[src/rtl/ina220_uart_framer.sv]
`timescale 1ns/1ps
// ina220_uart_framer
// Captures each 16-bit INA220 result on the rising edge of DATA_EN and sends
// it to CoreUART as a 5-byte frame: HDR, SEQ, MSB, LSB, CHK.
// A one-deep pending buffer holds a result that arrives while a frame is
// still being sent; overwriting an unsent result raises a sticky OVERFLOW.
module ina220_uart_framer #(
    parameter logic [7:0] HDR = 8'hAA
) (
    input  logic        PCLK,
    input  logic        PRESET,
    input  logic [15:0] INA220_DATA,
    input  logic        DATA_EN,
    input  logic        TXRDY,
    input  logic        OVF_CLR,
    output logic [7:0]  UART_DATA,
    output logic        UART_WEN_N,
    output logic        BUSY,
    output logic        OVERFLOW
);

    localparam logic [1:0] ST_IDLE  = 2'd0;
    localparam logic [1:0] ST_WRITE = 2'd1;
    localparam logic [1:0] ST_GUARD = 2'd2;
    localparam logic [1:0] ST_WAIT  = 2'd3;

    logic [1:0]  state;
    logic [2:0]  idx;
    logic [2:0]  idx_nx;
    logic [7:0]  seq;
    logic        en_d;
    logic        cap;
    logic        load;
    logic [15:0] pend;
    logic        pend_v;
    logic [15:0] frm_data;
    logic [7:0]  frm_chk;
    logic [7:0]  nx_byte;

    assign cap    = DATA_EN & ~en_d;
    assign load   = (state == ST_IDLE) & pend_v & TXRDY;
    assign idx_nx = idx + 3'd1;

    // Registered copy of DATA_EN for rising-edge detection.
    // NOTE: all clocked state uses non-blocking assignments so every register
    // samples values from before the edge, independent of block order.
    always_ff @(posedge PCLK) begin
        if (PRESET) en_d <= 1'b0;
        else        en_d <= DATA_EN;
    end

    // Pending result word; qualified by pend_v, so its content after reset is irrelevant.
    // NOTE: pure data registers are deliberately left without reset; a valid
    // flag alone decides whether they are meaningful.
    always_ff @(posedge PCLK) begin
        if (cap) pend <= INA220_DATA;
    end

    // Pending-valid flag and sticky overflow (set wins over clear).
    always_ff @(posedge PCLK) begin
        if (PRESET) begin
            pend_v   <= 1'b0;
            OVERFLOW <= 1'b0;
        end else begin
            if (cap)       pend_v <= 1'b1;
            else if (load) pend_v <= 1'b0;

            if (cap && pend_v && !load) OVERFLOW <= 1'b1;
            else if (OVF_CLR)           OVERFLOW <= 1'b0;
        end
    end

    // Frame snapshot taken when IDLE starts a frame; CHK computed once here.
    always_ff @(posedge PCLK) begin
        if (load) begin
            frm_data <= pend;
            frm_chk  <= HDR + seq + pend[15:8] + pend[7:0];
        end
    end

    // Byte to present on the next WRITE, selected by the upcoming index.
    // NOTE: the default assignment first keeps this block free of latches.
    always_comb begin
        nx_byte = frm_chk;
        case (idx_nx)
            3'd0:    nx_byte = HDR;
            3'd1:    nx_byte = seq;
            3'd2:    nx_byte = frm_data[15:8];
            3'd3:    nx_byte = frm_data[7:0];
            default: nx_byte = frm_chk;
        endcase
    end

    // Frame sequencer; UART outputs and BUSY are registered alongside the state.
    always_ff @(posedge PCLK) begin
        if (PRESET) begin
            state      <= ST_IDLE;
            idx        <= 3'd0;
            seq        <= 8'h00;
            UART_DATA  <= 8'h00;
            UART_WEN_N <= 1'b1;
            BUSY       <= 1'b0;
        end else begin
            case (state)
                ST_IDLE: begin
                    if (load) begin
                        idx        <= 3'd0;
                        state      <= ST_WRITE;
                        UART_DATA  <= HDR;
                        UART_WEN_N <= 1'b0;
                        BUSY       <= 1'b1;
                    end
                end
                ST_WRITE: begin
                    state      <= ST_GUARD;
                    UART_WEN_N <= 1'b1;
                end
                ST_GUARD: begin
                    // CoreUART may still show TXRDY=1 for the byte just written.
                    state <= ST_WAIT;
                end
                default: begin
                    if (TXRDY) begin
                        if (idx == 3'd4) begin
                            seq   <= seq + 8'd1;
                            state <= ST_IDLE;
                            BUSY  <= 1'b0;
                        end else begin
                            idx        <= idx_nx;
                            state      <= ST_WRITE;
                            UART_DATA  <= nx_byte;
                            UART_WEN_N <= 1'b0;
                        end
                    end
                end
            endcase
        end
    end

endmodule

[config.mk]
export PLATFORM = sky130hd
export DESIGN_NAME = ina220_uart_framer
export DESIGN_NICKNAME = d
export VERILOG_FILES = /design/src/rtl/ina220_uart_framer.sv
export SDC_FILE = /design/constraint.sdc
export NUM_CORES = 1
export LEC_CHECK = 0
export ABC_AREA = 1
export CAP_MARGIN = 20
export CORE_MARGIN = 2
export CORE_UTILIZATION = 45
export DETAILED_ROUTE_END_ITERATION = 6
export GPL_ROUTABILITY_DRIVEN = 0
export GPL_TIMING_DRIVEN = 0
export PLACE_DENSITY = 0.75
export SLEW_MARGIN = 40
export SYNTH_ARGS = -nofsm -noshare
export SYNTH_HDL_FRONTEND = slang
export SYNTH_SLANG_ARGS = --single-unit
[constraint.sdc]
create_clock -name PCLK -period 3.35 [get_ports PCLK]
set_clock_uncertainty 0.1 [all_clocks]
set_input_delay 0.67 -clock PCLK [delete_from_list [all_inputs] [get_ports PCLK]]
set_output_delay 0.67 -clock PCLK [all_outputs]
set_load 0.03 [all_outputs]
# Yosys cells after proc, flatten, opt, wreduce, memory -nomap -nowiden
# Cells that the tools add are included.
# word_totals
regBits	66
input_bits	21
out_inout_bits	11
wordCells	75
# classes
n_addsub	5
n_eq_ne	9
mux	24
bitwise_logic	7
n_reduce_logical	18
# ops
op	count
$pmux W8 S4	1
$mux W8	3
$add A8 B8 Y8	2
$pmux W8 S2	1
$reduce_and A4 Y1	3
$mux W1	10
$mux W3	3
$add A8 B1 Y8 const B	1
$add A8 B8 Y8 const A	1
$reduce_bool A2 Y1	4
$eq A3 B2 Y1 const B	2
$pmux W2 S3	1
$pmux W3 S2	1
$mux W2	2
$ne A2 B2 Y1 const B	2
$not A1 Y1	4
$reduce_bool A4 Y1	1
$add A3 B1 Y3 const B	1
$and A1 B1 Y1	3
$eq A3 B1 Y1 const B	1
$eq A3 B3 Y1 const B	1
$logic_not A3 Y1	1
$ne A3 B2 Y1 const B	1
$pmux W1 S3	1
other kinds (11)	12

# Longest topological paths before layout
# logic_depth
depth_word	6
ltp_mapped	11

# Worst setup path before layout
# OpenSTA, ideal clock, no wires.
# synth_path
kind	flip-flop to flip-flop
startpoint	reg seq[2]
endpoint	reg frm_chk[6] (data pin)
setup_ps	258
arrival_ps	2158
required_time_ps	2992
slack_ps	834
path_stages_with_launch	10
path_buffers	0
synth_period_minus_slack_ps	2516
cell_sequence	dfxtp_1 > inv_1 > fa_1 > inv_1 > ha_1 > ha_1 > fa_1 > nand3_1 > nand2_1 > xor2_1
# synth_via
elab_chain_cells	3
# synth_rtl
item	line	rtl
from (decl)	30	logic [7:0] seq;
from (signal assigned)	125	seq <= seq + 8'd1;
$add A8 B8 Y8 (3 in a row)	77	frm_chk <= HDR + seq + pend[15:8] + pend[7:0];
to (signal assigned)	77	
to (decl)	37	logic [7:0] frm_chk;
# Every way passes these cells.
# A chain may end at the register's enable or synchronous reset.

# Worst setup path after layout
# layout_path
startpoint	reg seq[4]
endpoint	reg frm_chk[7] (data pin)
# The elaborated chain is that of the path after synthesis.

==> results_dict.tcl <==
set metrics [dict create \
    status "completed" \
    die_height_um 90.26 \
    setup_tns_ns 0 \
    timing.fmax_mhz 356.9 \
    clkTransAtPathRegs_ns 0.07 \
    switchingPower_w 0.0007011 \
    post_dp_cell_area_sq_um 3795 \
    cp-start-kind "flip-flop" \
    hp-start "pend[1]" \
    drtIter0Drc 117 \
    p_leak_nw 1.710 \
    clk_latency_ns 0.35 \
    ant_nets 0 \
    synth_area_sq_um 3348 \
    layout_common_cells "inv_1 (72), nand2_1 (66), edfxtp_1 (40)" \
    synth_top_area_cell "edfxtp_1" \
    cp_common_cell "inv_1" \
    worstPathMaxFanout 4 \
    combPwrFrac 0.267 \
    syn_area_per_cell_sq_um 9.458 \
    synth_warnings 0 \
    h-tree-depth 3 \
    die_w_um 90.26 \
    whs_endpoint "frm_data[1]" \
    rows 31 \
    rrSetupSlack_ns 0.55 \
    setup_violations 0 \
    reg2regPathDepth 11 \
    synth_top_area_frac 0.3587 \
    cpPeakStageDelay_ns 0.55 \
    sw_frac_of_total 0.3324 \
    numCtsBuffers 9 \
    cp.depth 11 \
    ys_seq_elements 66 \
    worstMarginPinSlew_ns 0.8222 \
    place.port_buffers 31 \
    grt_setup_unrepaired "no" \
    worstPathArrival_ns 2.82 \
    final_common_cell "inv_1" \
    wl_um 6432 \
    crit_buf_inv 3 \
    worstHoldPathCells 0 \
    grt_max_degree 28 \
    finalHoldViolCount 0 \
    worstPathCellList "inv_1 -> fa_1 -> inv_1 -> ha_1 -> ha_1 -> a21oi_1 -> o21ai_0 -> a31oi_1 -> inv_1 -> nand2_1 -> nand2_1" \
    p_int_w 0.001408 \
    pin_count 32 \
    grt_pass1_wl_um 10580 \
    cts_resized 0 \
    post-dp-hpwl_um 4777 \
    cts_max_path_buffers 2 \
    critical_path.top_delay_family "adder cells" \
    period_needed_ns 2.802 \
    report.final.slew_viol_count 0 \
    start_util 0.4641 \
    root_buffer "clkbuf_8" \
    maxCapViolations 0 \
    syn_inst 354 \
    hold_class "flip-flop to flip-flop" \
    powerDensity_nw_per_um2 533.2 \
    cp_slowest_cell "fa_1" \
    final_nets 447 \
    grt_use_total 0.1684 \
    synth_cell_types 27 \
    cts_hold_buf 0 \
    grt_overflow 0 \
    numClockSinks 66 \
    die-area_sq_um 8147 \
    pwr-share-seq 0.464 \
    crit_type "flip-flop to flip-flop" \
    fin_area_sq_um 3956 \
    drc 0 \
    grt_antenna_before_repair 0 \
    wire_per_inst_um 12.86 \
    critPathRequiredTime_ns 3.36 \
    cts_setup_buffers 0 \
    coreArea_sq_um 7214 \
    synth.net_count 405 \
    drtPass1Iterations 4 \
    synth.area.top_cells "edfxtp_1 (36%), dfxtp_1 (16%), ha_1 (8.2%), inv_1 (8.1%), nand2_1 (7.4%)" \
    reg2reg_from "seq[4]" \
    grt_pass1_vias 2379 \
    avgViaCountPerCell 4.718 \
    vias 2359 \
    peakVddDrop_v 0.0003318 \
    max_slew_margin 0.4506 \
    end_kind "flip-flop" \
    drive_above_1_share 0.07731 \
    period_share 0.8364 \
    p_clk_frac 0.269 \
    area_growth_pct 18.16 \
    seq_area_frac_synth 0.5142 \
    cts_tree "yes" \
    diodes 0 \
    r2r-end "frm_chk[7]" \
]
==> worst reg2reg max path: cells and delay by family, from the launching register on <==
kind,cells,cell delay (ns)
fa+ha+maj,3,1.19
simple gates,2,0.10
buf+inv,3,0.22
compound gates,3,0.57
flops,1,0.38
==> state kept, by name, summed over array words and instances (netlist names) <==
name        count
UART_DATA       8
seq             8
frm_data       16
en_d            1
BUSY            1
state           2
idx             3
pend           16
frm_chk         8
pend_v          1
UART_WEN_N      1
OVERFLOW        1
==> logic make-up after synthesis <==
logic type,share of synthesized area
and+or+nand+nor,0.1738
adders and majority gates,0.1300
buffers and inverters,0.09006
AOI/OAI and AO/OA,0.07362
DFF,0.5142
xor gates and xnor gates,0.01831
==> cell usage after synthesis (all sizes together) <==
library cell and instances:
a211oi 1, a21oi 28, o21ai 14, clkbuf 1, buf 2, a31oi 1, dfxtp 26, fa 8
nor3 4, nand3 24, nand4 4, edfxtp 40, ha 22, xor2 6, nor2 26, inv 75
xnor2 1, nand2 71
==> power groups by stage <==
stage / logic (W) / registers, W / clock network, W
2_1_floorplan: 0.000339 / 0.00104 / 0
3_3_place_gp: 0.000539 / 0.000996 / 0
3_5_place_dp: 0.000560 / 0.000997 / 0
4_1_cts: 0.000564 / 0.000979 / 0.000576
5_1_grt: 0.000635 / 0.000986 / 0.000615
6_report: 0.000563 / 0.000979 / 0.000568
==> layer usage <==
layer	vias up	wire length (um)	GRT usage
met5	-	0	0
met4	0	117	0.07051
met3	12	371	0.05509
met2	62	3168	0.2863
met1	1064	2774	0.1958
li1	1221	-	-
==> through the flow <==
step                std cells  hold slack [ns]    util  worst slack [ns]  power [W]
global placement          484           0.3384  0.5243            0.1801   0.001535
global route              500           0.3722  0.5484            0.4170   0.002236
CTS                       500           0.3540  0.5484            0.5598   0.002120
detailed placement        484           0.3346  0.5260            0.5659   0.001557
floorplan                 354           0.3264       -            0.8343   0.001378
finish                    500           0.3547  0.5484            0.5481   0.002110
==> how the worst max path moves through the flow <==
stage,endpoint,slack (ns),startpoint
2_1_floorplan,frm_chk[6],0.83,seq[2]
3_3_place_gp,UART_DATA[5],0.18,TXRDY
3_5_place_dp,frm_chk[7],0.57,seq[4]
4_1_cts,frm_chk[7],0.56,seq[4]
5_1_grt,frm_chk[7],0.42,seq[4]
6_report,frm_chk[7],0.55,seq[4]
==> area by class of cell <==
class,count,area [sq um]
Buffer,3,20.02
Multi-Input combinational cell,210,1338
Clock inverter,6,33.78
Clock buffer,10,127.6
Tap cell,99,123.9
Sequential cell,66,1722
Inverter,75,281.5
Timing Repair Buffer,31,310.3
Fill cell,657,3258
(Power assumes the default switching activity.)
